===== src/rtl/dreg_seq.sv =====
// Command sequencer fronting the 32-entry data register file: read, masked write,
// dump (streamed run of registers) and reserved-op error response.
module dreg_seq #(
  parameter int WIDTH = 32
) (
  input  logic             clk,
  input  logic             rst,
  input  logic             cmd_valid,
  output logic             cmd_ready,
  input  logic [1:0]       cmd_op,
  input  logic [4:0]       cmd_addr,
  input  logic [WIDTH-1:0] cmd_data,
  input  logic [WIDTH-1:0] cmd_mask,
  output logic             rsp_valid,
  input  logic             rsp_ready,
  output logic [4:0]       rsp_addr,
  output logic [WIDTH-1:0] rsp_data,
  output logic             rsp_last,
  output logic             rsp_err,
  output logic [4:0]       rf_ra,
  input  logic [WIDTH-1:0] rf_rval,
  output logic             rf_w,
  output logic [4:0]       rf_wa,
  output logic [WIDTH-1:0] rf_wval,
  output logic [WIDTH-1:0] rf_mask
);

  typedef enum logic [2:0] {IDLE, RD, WR, RSP, DRD, DRSP} state_e;

  state_e           state_q, state_d;
  logic [4:0]       idx_q;
  logic [WIDTH-1:0] wdata_q, wmask_q;
  logic [4:0]       rsp_addr_q;
  logic [WIDTH-1:0] rsp_data_q;
  logic             rsp_last_q, rsp_err_q;
  logic             accept;

  assign accept = cmd_valid & cmd_ready;

  always_ff @(posedge clk or posedge rst) begin
    if (rst) state_q <= IDLE;
    else     state_q <= state_d;
  end

  always_comb begin
    state_d = state_q;
    case (state_q)
      IDLE: if (cmd_valid) begin
        case (cmd_op)
          2'b00:   state_d = RD;
          2'b01:   state_d = WR;
          2'b10:   state_d = DRD;
          default: state_d = RSP;
        endcase
      end
      RD:   state_d = RSP;
      WR:   state_d = IDLE;
      RSP:  if (rsp_ready) state_d = IDLE;
      DRD:  state_d = DRSP;
      DRSP: if (rsp_ready) state_d = (idx_q == 5'd31) ? IDLE : DRD;
      default: state_d = IDLE;
    endcase
  end

  always_comb begin
    cmd_ready = (state_q == IDLE);
    rsp_valid = (state_q == RSP) || (state_q == DRSP);
    rf_w      = (state_q == WR);
  end

  // Response fields only move on accept (reserved op) or in RD/DRD, so they hold while valid.
  always_ff @(posedge clk or posedge rst) begin
    if (rst) begin
      idx_q      <= '0;
      wdata_q    <= '0;
      wmask_q    <= '0;
      rsp_addr_q <= '0;
      rsp_data_q <= '0;
      rsp_last_q <= 1'b0;
      rsp_err_q  <= 1'b0;
    end else begin
      if (accept) begin
        idx_q   <= cmd_addr;
        wdata_q <= cmd_data;
        wmask_q <= cmd_mask;
        if (cmd_op == 2'b11) begin
          rsp_addr_q <= cmd_addr;
          rsp_data_q <= '0;
          rsp_last_q <= 1'b1;
          rsp_err_q  <= 1'b1;
        end
      end
      if (state_q == RD || state_q == DRD) begin
        rsp_addr_q <= idx_q;
        rsp_data_q <= rf_rval;
        rsp_last_q <= (state_q == RD) || (idx_q == 5'd31);
        rsp_err_q  <= 1'b0;
      end
      if (state_q == DRSP && rsp_ready && idx_q != 5'd31)
        idx_q <= idx_q + 5'd1;
    end
  end

  assign rsp_addr = rsp_addr_q;
  assign rsp_data = rsp_data_q;
  assign rsp_last = rsp_last_q;
  assign rsp_err  = rsp_err_q;
  assign rf_ra    = idx_q;
  assign rf_wa    = idx_q;
  assign rf_wval  = wdata_q;
  assign rf_mask  = wmask_q;

endmodule


===== config.mk =====
export PLATFORM = sky130hd
export DESIGN_NAME = dreg_seq
export DESIGN_NICKNAME = d
export VERILOG_FILES = /design/src/rtl/dreg_seq.sv
export SDC_FILE = /design/constraint.sdc
export NUM_CORES = 1
export LEC_CHECK = 0
export BUFFER_PORTS_ARGS = -buffer_cell sky130_fd_sc_hd__buf_2
export CAP_MARGIN = 20
export CORE_ASPECT_RATIO = 1.4
export CORE_MARGIN = 2
export CORE_UTILIZATION = 41
export DETAILED_ROUTE_END_ITERATION = 12
export PLACE_DENSITY = 0.87
export SETUP_SLACK_MARGIN = 0.02
export SYNTH_ARGS = -nofsm -noshare
export SYNTH_HDL_FRONTEND = slang
export SYNTH_SLANG_ARGS = --single-unit

===== constraint.sdc =====
create_clock -name clk -period 3.8 [get_ports clk]
set_input_delay 0.76 -clock clk [delete_from_list [all_inputs] [get_ports clk]]
set_output_delay 0.76 -clock clk [all_outputs]
set_load 0.02 [all_outputs]

---- Word level (Yosys, flattened, before mapping) ----
Index checks and enable logic that the tools add are counted.
word-level totals
  register bits ........................... 111
  input port bits ......................... 107
  output and inout port bits .............. 116
cells by class
  add/subtract/negate cells ............... 1
  eq/ne operators ......................... 13
  muxes and demuxes ....................... 18
  bitwise logic cells ..................... 1
  reductions and logical operators ........ 12
operators by type and width
  cell                 number
  $mux 32              3
  $mux 5               5
  $pmux 3 s5           1
  $mux 3               4
  $pmux 3 s3           1
  $eq 3x2->1 const B   2
  $eq 3x3->1 const B   2
  $ne 2x2->1 const B   3
  $reduce_bool 2->1    3
  $add 5x1->5 const B  1
  $eq 5x5->1 const B   1
  $ne 5x5->1 const B   1
  $eq 2x2->1 const B   2
  $mux 1               4
  $eq 3x1->1 const B   1
  $logic_not 3->1      1
  $logic_or 1x1->1     3
  $reduce_and 3->1     1
  $eq 2x1->1 const B   1
  $logic_and 1x1->1    2
  $logic_not 2->1      1
  $reduce_and 2->1     1
  $and 1x1->1          1

---- Logic depth before layout (Yosys ltp) ----
  depth in word-level cells ............... 4
  gate-level depth with buffers ........... 7

---- Worst setup path after synthesis ----
OpenSTA, ideal clock, no wires.
  path type ............................... register to register
  from .................................... register idx_q[0] (netlist: rf_ra[0])
  to ...................................... register idx_q[3] (netlist: rf_ra[3])
  setup time .............................. 126 ps
  arrival ................................. 1,908 ps
  required time ........................... 3,674 ps
  slack ................................... 1,766 ps
  cell stages (with the launch flop) ...... 8
  buffers on the path ..................... 0
  cells stage by stage .................... dfrtp_1 > ha_1 > and3_1 > ha_1 > nor2_1 > a41oi_1 > a21o_1 > a221o_1
between the ends
  word-level cells in the longest chain between the ends .. 3
  elaborated cells between the ends (all ways) .. 5
RTL lines
  what                                                                 RTL line  text
  from (decl)                                                          31        logic [4:0] idx_q;
  from (signal assigned)                                               83        idx_q <= cmd_addr;
  from (signal assigned)                                               100       idx_q <= idx_q + 5'd1;
  parallel branches: the longest is 3 deep, another holds $add 5x1->5  -
Several ways; the timed one is not identified.
A chain may end at the register's enable or synchronous reset.

---- Final worst setup path ----
  from .................................... input port cmd_op[0]
  to ...................................... register rsp_addr_q[1] (netlist: rsp_addr[1])
between the ends
  word-level cells in the longest chain between the ends .. 3
RTL lines
  what                                RTL line  text
  from (decl)                         10        input logic [1:0] cmd_op,
  $eq 2x2->1                          86        if (cmd_op == 2'b11) begin
  $reduce_bool 2->1 (no source line)  -
  $reduce_and 2->1 (no source line)   -
  to (signal assigned)                87        rsp_addr_q <= cmd_addr;
  to (signal assigned)                94        rsp_addr_q <= idx_q;
  to (decl)                           33        logic [4:0] rsp_addr_q;
No other way between the ends.

==> reports/qor.yml <==
outcome:
  outcome: "finished clean"
sta:
  fin_tns_setup_ps: 0
  rsz0062_at_grt: "no"
  transition_time_of_the_tightest_slew_check_pin_ps: 775.3
  hold_violations: 0
  max_freq_mhz: 452.2
  finClkSkew_ps: 7.249
  final.period_utilization_pct: 58.19
  period_minus_slack_ps: 2211
  maxSlewHeadroom_pct: 48.26
  setup_ws_ps: 1589
  setup_viol: 0
  hold_slack_ps: 461.2
  timing_max_transition_violations_final: 0
critical_path:
  setup.reg_to_reg.worst_slack_ps: 1590
  r2r_start: "rf_ra[0]"
  family_of_cells_with_the_greatest_summed_delay_on_the_critical_path: "compound AO/OA/AOI/OAI gates"
  worst-r2r-cell-count: 7
  worst_setup_path_start_kind: "primary input"
  cp_max_fo: 23
  endpoint_kind: "flip-flop"
  setup.worst_path.end: "rsp_addr[1]"
  critical-path-max-stage-delay_ps: 630
  criticalPathCategory: "primary input to flip-flop"
  crit_path_cell_trace: "buf_2 -> ha_1 -> a211oi_1 -> a211o_1 -> buf_4 -> o21ai_0"
  timing.critical_path.required_ps: 4020
  critPathLaunch: "cmd_op[0]"
  r2r_end: "rf_ra[3]"
  timing.critical_path.arrival_ps: 2430
  path_depth: 6
  path_buf_inv: 2
  slowest_stage: "a211o_1"
die:
  fp.dieW_um: 91.39
  core-area_sq_um: 10410
  floorplan.initialDensity_pct: 42.12
  floorplan.io_pins: 223
  die_area_sq_um: 11550
  die-height_um: 126.3
  num_rows: 44
synthesis:
  ys_dominant_reg_cell: "dfrtp_1"
  synth-seq-cells: 111
  synth-edff-count: 0
  syn-cell-area_sq_um: 4383
  synthDominantCellAreaShare_pct: 63.37
  yosys-top-cells-area: "dfrtp_1, mux2_2, a22o_1"
  synthArstFlopShare_pct: 100.0
  synth_area_leader: "dfrtp_1"
  syn-mean-instance-area_sq_um: 14.47
  synth-seq-area-share_pct: 63.37
  postSynthCellCount: 303
  syn-num-nets: 415
  synthesis.yosys.warnings: 0
  synth.distinct_cells: 30
final_layout:
  fin_nets: 629
  multi_input_comb_area_sq_um: 1453
  post_route_cells_drive_above_1_share_pct: 59.58
  area.growth.synth_to_final_pct: 34.97
  final_design_area_no_fill_sq_um: 5916
  final_cells: 660
  layout.cells.most_common: "buf_2"
  layout.cells.most_common_list: "buf_2, dfrtp_1, mux2_2"
  sequential_cell_area_sq_um: 2778
  antennaDiodeCount: 0
  layout.filler_cells: 864
global_routing:
  grt_use_total_pct: 18.21
  overflow: 0
  grt_pass1_vias: 3484
  wire_length_of_the_first_global_routing_pass_um: 16770
  grt_start_max_net_pins: 55
  grt_antenna_before_repair: 0
clocking:
  cts_max_level: 3
  clkSinkCount: 111
  cts_hold_buf: 0
  cts_buffer_depth: 2
  cts-buffers-inserted: 9
  clock-root-buffer: "clkbuf_16"
  clk-insertion-delay-late_ps: 350
  cts_tree: "yes"
  post_cts_setup_buffers: 0
  post_cts.resized_instances: 0
  cts.reportedPaths.clkPinSlew_ps: 80
routing:
  detail_route.first_pass.iterations: 4
  drt-initial-drc-count: 140
  drtAntennaViolNets: 0
  route.detailed.wl_per_inst_um: 15.87
  drt-vias-per-instance: 5.055
  drc: 0
  total_via_count_after_detailed_routing: 3336
  detail_route.wirelength_um: 10470
placement:
  io_buf_count: 222
  placed_cells: 644
  pre_cts_slack_ps: 1231
  gp_congestion: 0.7993
  dpl.hpwl_um: 7811
  total_cell_area_at_the_placement_stage_sq_um: 5604
pwr:
  pwr_density_cell_nw_per_um2: 979.5
  power.leakage_nw: 3.012
  vdd.ir_drop.worst_mv: 0.4567
run:
  max_cap_violations: 0
hold_path:
  hold_path.class: "primary input to async pin"
==> power by group <==
| group | total, mW | switching [mW] | internal (mW) |
|---|---|---|---|
| registers | 2.15 | 0.381 | 1.77 |
| clock network | 0.974 | 0.447 | 0.527 |
| logic | 2.67 | 1.55 | 1.12 |
| total | 5.79 | 2.38 | 3.41 |
==> synth_stat cells (2+ instances only) <==
cell type and instances:
and3_1 2, ha_1 5, buf_2 13, mux2_2 64, a21oi_1 4, mux2i_1 5
a211oi_1 2, nand3_1 2, a221o_1 2, nor3_1 3, nor2_1 5, xnor2_1 2
nand2_1 11, o21ai_0 8, clkbuf_1 6, dfrtp_1 111, nand2b_1 3, inv_1 6
a22oi_1 2, a22o_1 32, buf_4 6
==> worst min path at each step <==
| stage | end | slack, ps | cells past startpoint |
|---|---|---|---|
| after floorplan | rsp_addr[0] | 590 | 2 |
| after global placement | rsp_addr[3] | 460 | 2 |
| after detailed placement | rsp_addr[3] | 480 | 2 |
| after CTS | rf_mask[26] | 470 | 2 |
| after global routing | rsp_addr[3] | 500 | 2 |
| final | rf_wval[23] | 460 | 2 |
==> per-stage QoR <==
step | power (mW) | utilization, %
after global routing | 6.139 | 56.85
final | 5.795 | 56.85
after global placement | 4.753 | 53.60
after CTS | 5.859 | 56.85
after floorplan | 3.972 | -
after detailed placement | 4.863 | 53.86
==> cell families after synthesis <==
group	share of synthesized area (%)
buf+inv	3.540
mux	17.58
flops	63.37
xor+xnor	0.3997
fa+ha+maj	1.427
simple gates	3.568
compound gates	10.11
==> area by class of cell <==
class / count / share of cell area, %
Tap cell: 138 / 2.919
Timing Repair Buffer: 228 / 19.88
Multi-Input combinational cell: 161 / 24.56
Clock inverter: 7 / 1.459
Clock buffer: 9 / 3.807
Sequential cell: 111 / 46.95
Inverter: 6 / 0.4230
==> state kept, by name, summed over array words and instances, names as in the netlist <==
register and count:
rf_mask 32, rf_wval 32, rsp_data 32, rf_ra 5, rsp_addr 5, state_q 3
rsp_err 1, rsp_last 1
==> worst reg2reg max path: stages, from the launching register on <==
cell,delay [ps]
dfrtp_1,450
ha_1,270
and3_1,200
ha_1,230
nor2_1,150
a41oi_1,270
a21o_1,250
a221o_1,280
==> metal layers <==
| metal | global-route usage (%) | up-vias | routed length, um |
|---|---|---|---|
| li1 | - | 1512 | - |
| met1 | 21.68 | 1661 | 4072 |
| met2 | 31.44 | 139 | 5499 |
| met3 | 3.979 | 24 | 617 |
| met4 | 8.200 | 0 | 282 |
| met5 | 0 | - | 0 |
Power figures use the tool's default switching activity.
